--- config.mk ---
export PLATFORM = sky130hd
export DESIGN_NAME = pad_in_filter
export DESIGN_NICKNAME = d
export VERILOG_FILES = /design/src/rtl/pad_in_filter.sv
export SDC_FILE = /design/constraint.sdc
export NUM_CORES = 1
export LEC_CHECK = 0
export CAP_MARGIN = 15
export CORE_ASPECT_RATIO = 0.8
export CORE_UTILIZATION = 47
export DETAILED_ROUTE_END_ITERATION = 10
export GPL_TIMING_DRIVEN = 1
export PLACE_DENSITY = 0.74
export SYNTH_ARGS = -nofsm -noshare
export SYNTH_HDL_FRONTEND = slang
export SYNTH_SLANG_ARGS = --single-unit
--- constraint.sdc ---
create_clock -name clk -period 2.15 [get_ports clk]
set_input_delay 0.43 -clock clk [delete_from_list [all_inputs] [get_ports clk]]
set_output_delay 0.43 -clock clk [all_outputs]
set_load 0.05 [all_outputs]
--- src/rtl/pad_in_filter.sv ---
// Synchronizing deglitch receiver for asynchronous pad inputs.
// Edge strobes are built only when PAD_IN_FILTER_EDGE_EN is defined.
module pad_in_filter #(
  parameter int   SYNC_STAGES = 2,
  parameter int   FILTER_CNT  = 8,
  parameter int   FILTER_W    = 4,
  parameter int   GLITCH_W    = 8,
  parameter logic RESET_VAL   = 1'b0
) (
  input  logic                clk,
  input  logic                rst_n,
  input  logic                pad_di,
  input  logic                bypass,
  input  logic                glitch_clr,
  output logic                level,
  output logic                rise,
  output logic                fall,
  output logic [GLITCH_W-1:0] glitch_cnt
);

  localparam logic [FILTER_W-1:0] CNT_MAX =
    FILTER_W'(FILTER_CNT - 1);

  logic [SYNC_STAGES-1:0] sync_q, sync_d;
  logic [FILTER_W-1:0]    cnt_q, cnt_d;
  logic                   level_q, level_d;
  logic [GLITCH_W-1:0]    glitch_cnt_q, glitch_cnt_d;
  logic                   glitch;
  logic                   s;

  assign s = sync_q[SYNC_STAGES-1];

  // Pure shift chain: no logic between stages.
  always_comb begin
    sync_d = {sync_q[SYNC_STAGES-2:0], pad_di};
  end

  // Filter: a new level must persist FILTER_CNT cycles.
  always_comb begin
    cnt_d   = cnt_q;
    level_d = level_q;
    glitch  = 1'b0;
    if (bypass) begin
      level_d = s;
      cnt_d   = '0;
    end else if (s == level_q) begin
      if (cnt_q != '0) begin
        cnt_d  = '0;
        glitch = 1'b1;
      end
    end else if (cnt_q == CNT_MAX) begin
      level_d = s;
      cnt_d   = '0;
    end else begin
      cnt_d = cnt_q + FILTER_W'(1);
    end
  end

  // Saturating glitch counter; clear beats a same-edge glitch.
  always_comb begin
    glitch_cnt_d = glitch_cnt_q;
    if (glitch_clr) begin
      glitch_cnt_d = '0;
    end else if (glitch && !(&glitch_cnt_q)) begin
      glitch_cnt_d = glitch_cnt_q + GLITCH_W'(1);
    end
  end

  // Synchronizer, filter and counter state.
  always_ff @(posedge clk or negedge rst_n) begin
    if (!rst_n) begin
      sync_q       <= {SYNC_STAGES{RESET_VAL}};
      cnt_q        <= '0;
      level_q      <= RESET_VAL;
      glitch_cnt_q <= '0;
    end else begin
      sync_q       <= sync_d;
      cnt_q        <= cnt_d;
      level_q      <= level_d;
      glitch_cnt_q <= glitch_cnt_d;
    end
  end

  assign level      = level_q;
  assign glitch_cnt = glitch_cnt_q;

`ifdef PAD_IN_FILTER_EDGE_EN
  logic rise_q, rise_d;
  logic fall_q, fall_d;

  // Strobes coincide with the first cycle of the new level.
  always_comb begin
    rise_d = ~level_q & level_d;
    fall_d = level_q & ~level_d;
  end

  // Strobe registers; reset exit never produces a strobe.
  always_ff @(posedge clk or negedge rst_n) begin
    if (!rst_n) begin
      rise_q <= 1'b0;
      fall_q <= 1'b0;
    end else begin
      rise_q <= rise_d;
      fall_q <= fall_d;
    end
  end

  assign rise = rise_q;
  assign fall = fall_q;
`else
  assign rise = 1'b0;
  assign fall = 1'b0;
`endif

endmodule

After elaboration in Yosys (flattened, before gate mapping)
Index checks and enable logic that the tools add are counted.
Widths: inputs -> output; s select.
Storage, ports and cells
  bits of input ports: 5
  latch bits: 0
  output and inout port bits: 11
  memories kept: 0
  word-level logic and storage cells: 29
  flip-flop bits (word level): 15
  bits in read-only memories: 0
  RAM bits: 0
Operators by class
  reductions and logical operators: 7
  shift operators: 0
  equality and inequality tests: 4
  bitwise gates (word level): 0
  add/sub/neg operators: 2
  order comparisons: 0
  multiply operators: 0
  multiplexer cells: 12
  divide/modulo/power cells: 0
Operator list (number)
  $mux 4: 4
  $mux 8: 2
  $add 8x1->8 const B: 1
  $reduce_and 8->1: 1
  $mux 1: 6
  $add 4x1->4 const B: 1
  $eq 4x3->1 const B: 1
  $reduce_bool 2->1: 2
  $reduce_bool 4->1: 1
  $ne 3x2->1 const B: 1
  $ne 2x2->1 const B: 1
  $reduce_and 2->1: 1
  $eq 1x1->1: 1
  $logic_and 1x1->1: 1
  $logic_not 1->1: 1

Logic depth before layout (Yosys ltp)
  depth after elaboration: 7
  mapped depth: 6
  gate-level depth less buffers: 6

Worst setup path before layout
No wires, ideal clock.
  path kind: reg-to-reg
  start: register level_q, in the netlist level
  end: register glitch_cnt_q[3], in the netlist glitch_cnt[3]
  slack: 200 ps
  stages on the path, launching flop included: 5
  setup time: 78 ps
  arrival time: 1872 ps
  required time: 2072 ps
  cells stage by stage: dfrtp_1 > xor2_1 > or3_4 > or4_1 > a21oi_1
On the way
  cells in the longest elaborated chain, start to end: 5
Ends and longest elaborated chain
  from (decl): RTL line 26  | logic level_q, level_d;
  from (signal assigned): RTL line 79  | level_q <= level_d;
  $eq 1x1->1: RTL line 46  | end else if (s == level_q) begin
  $mux 1: RTL line 46
  $mux 1: RTL line 43  | if (bypass) begin
  $logic_and 1x1->1: RTL line 64  | end else if (glitch && !(&glitch_cnt_q)) begin
  $reduce_bool 2->1 (no line)
  to (signal assigned): RTL line 80  | glitch_cnt_q <= glitch_cnt_d;
  to (decl): RTL line 27  | logic [GLITCH_W-1:0] glitch_cnt_q, glitch_cnt_d;
Every way passes these cells.
A chain may end at the register's enable or synchronous reset.

Final worst setup path
  start: register glitch_cnt_q[3], in the netlist glitch_cnt[3]
  end: output port glitch_cnt[3]
RTL lines
  to (decl): RTL line 18  | output logic [GLITCH_W-1:0] glitch_cnt
No word-level cell between the ends.

==> run summary <==
The transition time at the pin with the least slew margin is 641 ps. The die footprint is between 1500 and 2000 sq um. The finished layout holds around 120 standard cells, fillers aside. During I/O placement, the number of pins put on the boundary was 16. The tree is rooted in a sky130_fd_sc_hd__clkbuf_4. The worst-case reg-to-reg path depth is 6. The area fraction of the dominant cell type after synthesis is around 46%. The share of the clock period used by the worst path is between 90% and 100%.

The headroom to the max-slew limit is between 50% and 60%. In this run switching power makes up 29.8% of total power. The met1 wire length came out at between 700 and 800 um. The clock latency at the later pin of the worst-skew pair is 290 ps. The proportion of power drawn by the clock network is approximately 28%. After detailed routing, no signal wire sits above met4.

The leakage power came out at between 0.0004 and 0.0005 uW. The layout cell share with drive strength beyond 1 is 15.6%. The peak fanout along the critical path is 7. The time the final worst path needs with I/O delays and setup is around 2000 ps.

The flow ran to the end, and the final reports show no timing, DRC or antenna violations. Sorting the synthesized cells by how often they occur yields sky130_fd_sc_hd__dfrtp_1 (15), sky130_fd_sc_hd__nor2_1 (7), sky130_fd_sc_hd__a21oi_1 (5), sky130_fd_sc_hd__nand2_1 (5). The floorplan die width is approximately 48 um. Synthesis produced 79 cells. The number of iterations in the first detailed-routing pass came out at 4. The worst setup skew after layout is 4.30 ps.

Walking the worst path, the cells encountered are clkdlybuf4s50_1. The path class of the tightest hold or removal check is reg2reg. The worst setup path is launched from a flop. The sum of routed wire length over all layers is between 1.5 and 2 mm. The cell depth of the worst setup path came out at 1.

The setup violation total in the final timing report is 0. By area the synthesized netlist is led by sky130_fd_sc_hd__dfrtp_1 (46%), sky130_fd_sc_hd__mux2_2 (5.6%), sky130_fd_sc_hd__ha_1 (4.6%). The summed area of non-filler cells in the final layout is about 1000 sq um. The worst-case clock buffer depth came out at 2. Across all layers, the routed design uses around 600 vias. The cell-internal power came out at ~400 uW.

The number of DRC markers after the initial detailed-route iteration came out at 9. The share of power burned in registers is around 53%. The setup TNS came out at 0 ps. The total standard cell area after synthesis came out at roughly 810 sq um. The post-place instance area is 965 sq um. The floorplan step defined a core boundary enclosing between 1500 and 2000 sq um. The placer congestion estimate came out at just over 0.7.

The peak ir drop on the vdd network is between 300 and 400 uV. The remaining antenna violation count after routing came out at 0. The post-detailed-placement half-perimeter wirelength came out at 1.14 mm.

The worst path buffer plus inverter count came out at 1. Setup repair after global routing left no endpoint under its margin. The largest stage delay on the critical path came out at ~840 ps. The number of clock sinks seen by CTS is 15. Combinational logic is responsible for between 10% and 20% of the overall power. The initial antenna violation count is 0. Using the TritonRoute via totals, the vias-per-cell ratio works out to a little over 5. For this design the total switching power over the nets is 171 uW. In the detailed route, the total length drawn on met3 is about 53 um. The TritonCTS buffer count is 3.

The final-stage net count came out at around 110. The most used flip-flop cell after synthesis is sky130_fd_sc_hd__dfrtp_1. The via count of the first global-routing pass is 570. The critical path endpoint category is an output pin. The upper clock frequency limit came out at between 0.4 and 0.5 GHz. The clock-pin transition on the worst setup and hold timing paths is ~80 ps. The count of unresolved DRC violations after routing came out at 0.

Summed over all instances, the cell type with the most area after synthesis is sky130_fd_sc_hd__dfrtp_1. The most common cell in the synthesized netlist is sky130_fd_sc_hd__dfrtp_1. Entering global routing, the biggest net connects 16 pins.

Data arrives at the worst endpoint at 1580 ps. The worst setup path is of the reg2out kind. The sequential-to-total area share from yosys stat is about 46%. In this run the number of H-tree levels came out at 1.

At the worst endpoint, the required time is approximately 1700 ps. Dividing the detail-routed wire length by the instance count gives 13.0 um. The worst hold path passes through 0 cells. Once placement completed, the tool counted placed cells totaling between 100 and 150. For this design the ratio of total power to cell area is about 580 nW/um^2. The total global routing overflow is 0. TritonCTS built the clock tree. The port buffer count is 13.

The repair_antennas step left the layout with diodes totalling 0. The proportion of register bits with asynchronous set or reset after synthesis is 100%. The completed layout was analyzed and its total power is 575 uW. The number of synthesized register bits came out at 15.

The total count of max-transition violations in the final report came to 0. The first global-routing pass estimated 2.60 mm of wire. The mean instance size in the synthesized netlist is just over 10 sq um. The filler cell count came out at around 140. Grouping stages by cell kind, the critical path spends the most delay in buffers and inverters. The post-synthesis cell type count is 30. The layout overhead on the synthesized area is 23.2%. The count of synthesis-stage warnings from yosys is 0. The initial utilization of the core area, before any placement, comes to between 40 and 50%.

The number of maximum-capacitance violations came out at 0. The aggregate global-route resource usage came out at 19.9%. The final hold violation count came out at 0. The die is 39.1 um tall.

The slowest stage of the critical path belongs to the cell sky130_fd_sc_hd__clkdlybuf4s50_1. The number of enable flip-flop cells after synthesis is 0. The wire length on met2 is slightly above 700 um. The number of placement rows came out at 13.
-- state kept, by name (all words and copies together), names as in the netlist --
signal	cells
cnt_q	4
sync_q	2
glitch_cnt	8
level	1
-- metrics by stage --
step                      worst slack [ps]  hold WS, ps  utilization (%)
after floorplan                        200          134                -
after global routing                  27.4          363             61.3
after CTS                              126          360             61.0
final                                  144          356             61.3
after detailed placement               134          339             59.3
after global placement                 142          335             59.3
-- cells by family after synthesis --
kind of cell	share of synthesized area, %
flip-flops	46.4
other	0.463
buffers and inverters	4.48
adder cells (fa/ha/maj)	4.64
AO/OA/AOI/OAI	7.11
AND/OR/NAND/NOR	25.8
XOR/XNOR	4.33
multiplexers	6.80
-- power groups by stage --
stage               logic [uW]  clock network [uW]  registers (uW)
finish                     107                 161             307
global route               122                 183             309
CTS                        107                 173             307
detailed placement         106                   0             312
global placement           102                   0             311
floorplan                 61.3                   0             324
-- timing repair --
| action | 4_1_cts | 5_1_grt |
|---|---|---|
| endpoints found under the setup margin | 0 | 5 |
| resized for setup | 0 | 1 |
| hold buffers | 0 | 0 |
| setup buffers | 0 | 0 |
-- path summary, 6_finish.rpt --
path | from | end | slack, ps
min reg2reg | sync_q[0]$_DFF_PN0_ | sync_q[1]$_DFF_PN0_ | 360
max in group asynchronous | rst_n | glitch_cnt[5]$_DFFE_PN0P_ | 1210
min | sync_q[0]$_DFF_PN0_ | sync_q[1]$_DFF_PN0_ | 360
max | glitch_cnt[3]$_DFFE_PN0P_ | glitch_cnt[3] | 140
min in group asynchronous | rst_n | cnt_q[1]$_DFFE_PN0P_ | 530
max reg2reg | cnt_q[0]$_DFFE_PN0P_ | glitch_cnt[3]$_DFFE_PN0P_ | 160
-- placed cells by master, fill, tap and decap left out, drive strengths merged --
cell,instances
a311oi,1
or4,1
nand2b,2
xor2,2
and4,2
ha,3
or3,2
o31ai,1
nand3,4
mux2i,1
o32ai,1
clkdlybuf4s50,13
a211oi,1
and3,1
conb,2
nor3,3
mux2,4
clkinv,1
buf,3
nand2,5
xnor2,2
dfrtp,15
nor3b,1
nor2,7
nor4,2
a21oi,5
inv,2
nor2b,4
and4b,2
clkbuf,3
-- layout make-up --
class	instances	area (sq um)	area share, %
timing repair buffer	16	153	15.3
sequential	15	375	37.6
inverter	2	7.51	0.753
multi-input combinational	59	407	40.8
clock inverter	1	5.00	0.502
clock buffer	3	22.5	2.26
tap	22	27.5	2.76
-- layer usage --
layer | global-route usage, % | vias to the layer above
li1 | - | 313
met1 | 22.8 | 286
met2 | 35.6 | 11
met3 | 7.06 | 2
met4 | 6.62 | 0
met5 | 0 | -
No activity file was read; power rests on OpenSTA's default activity.
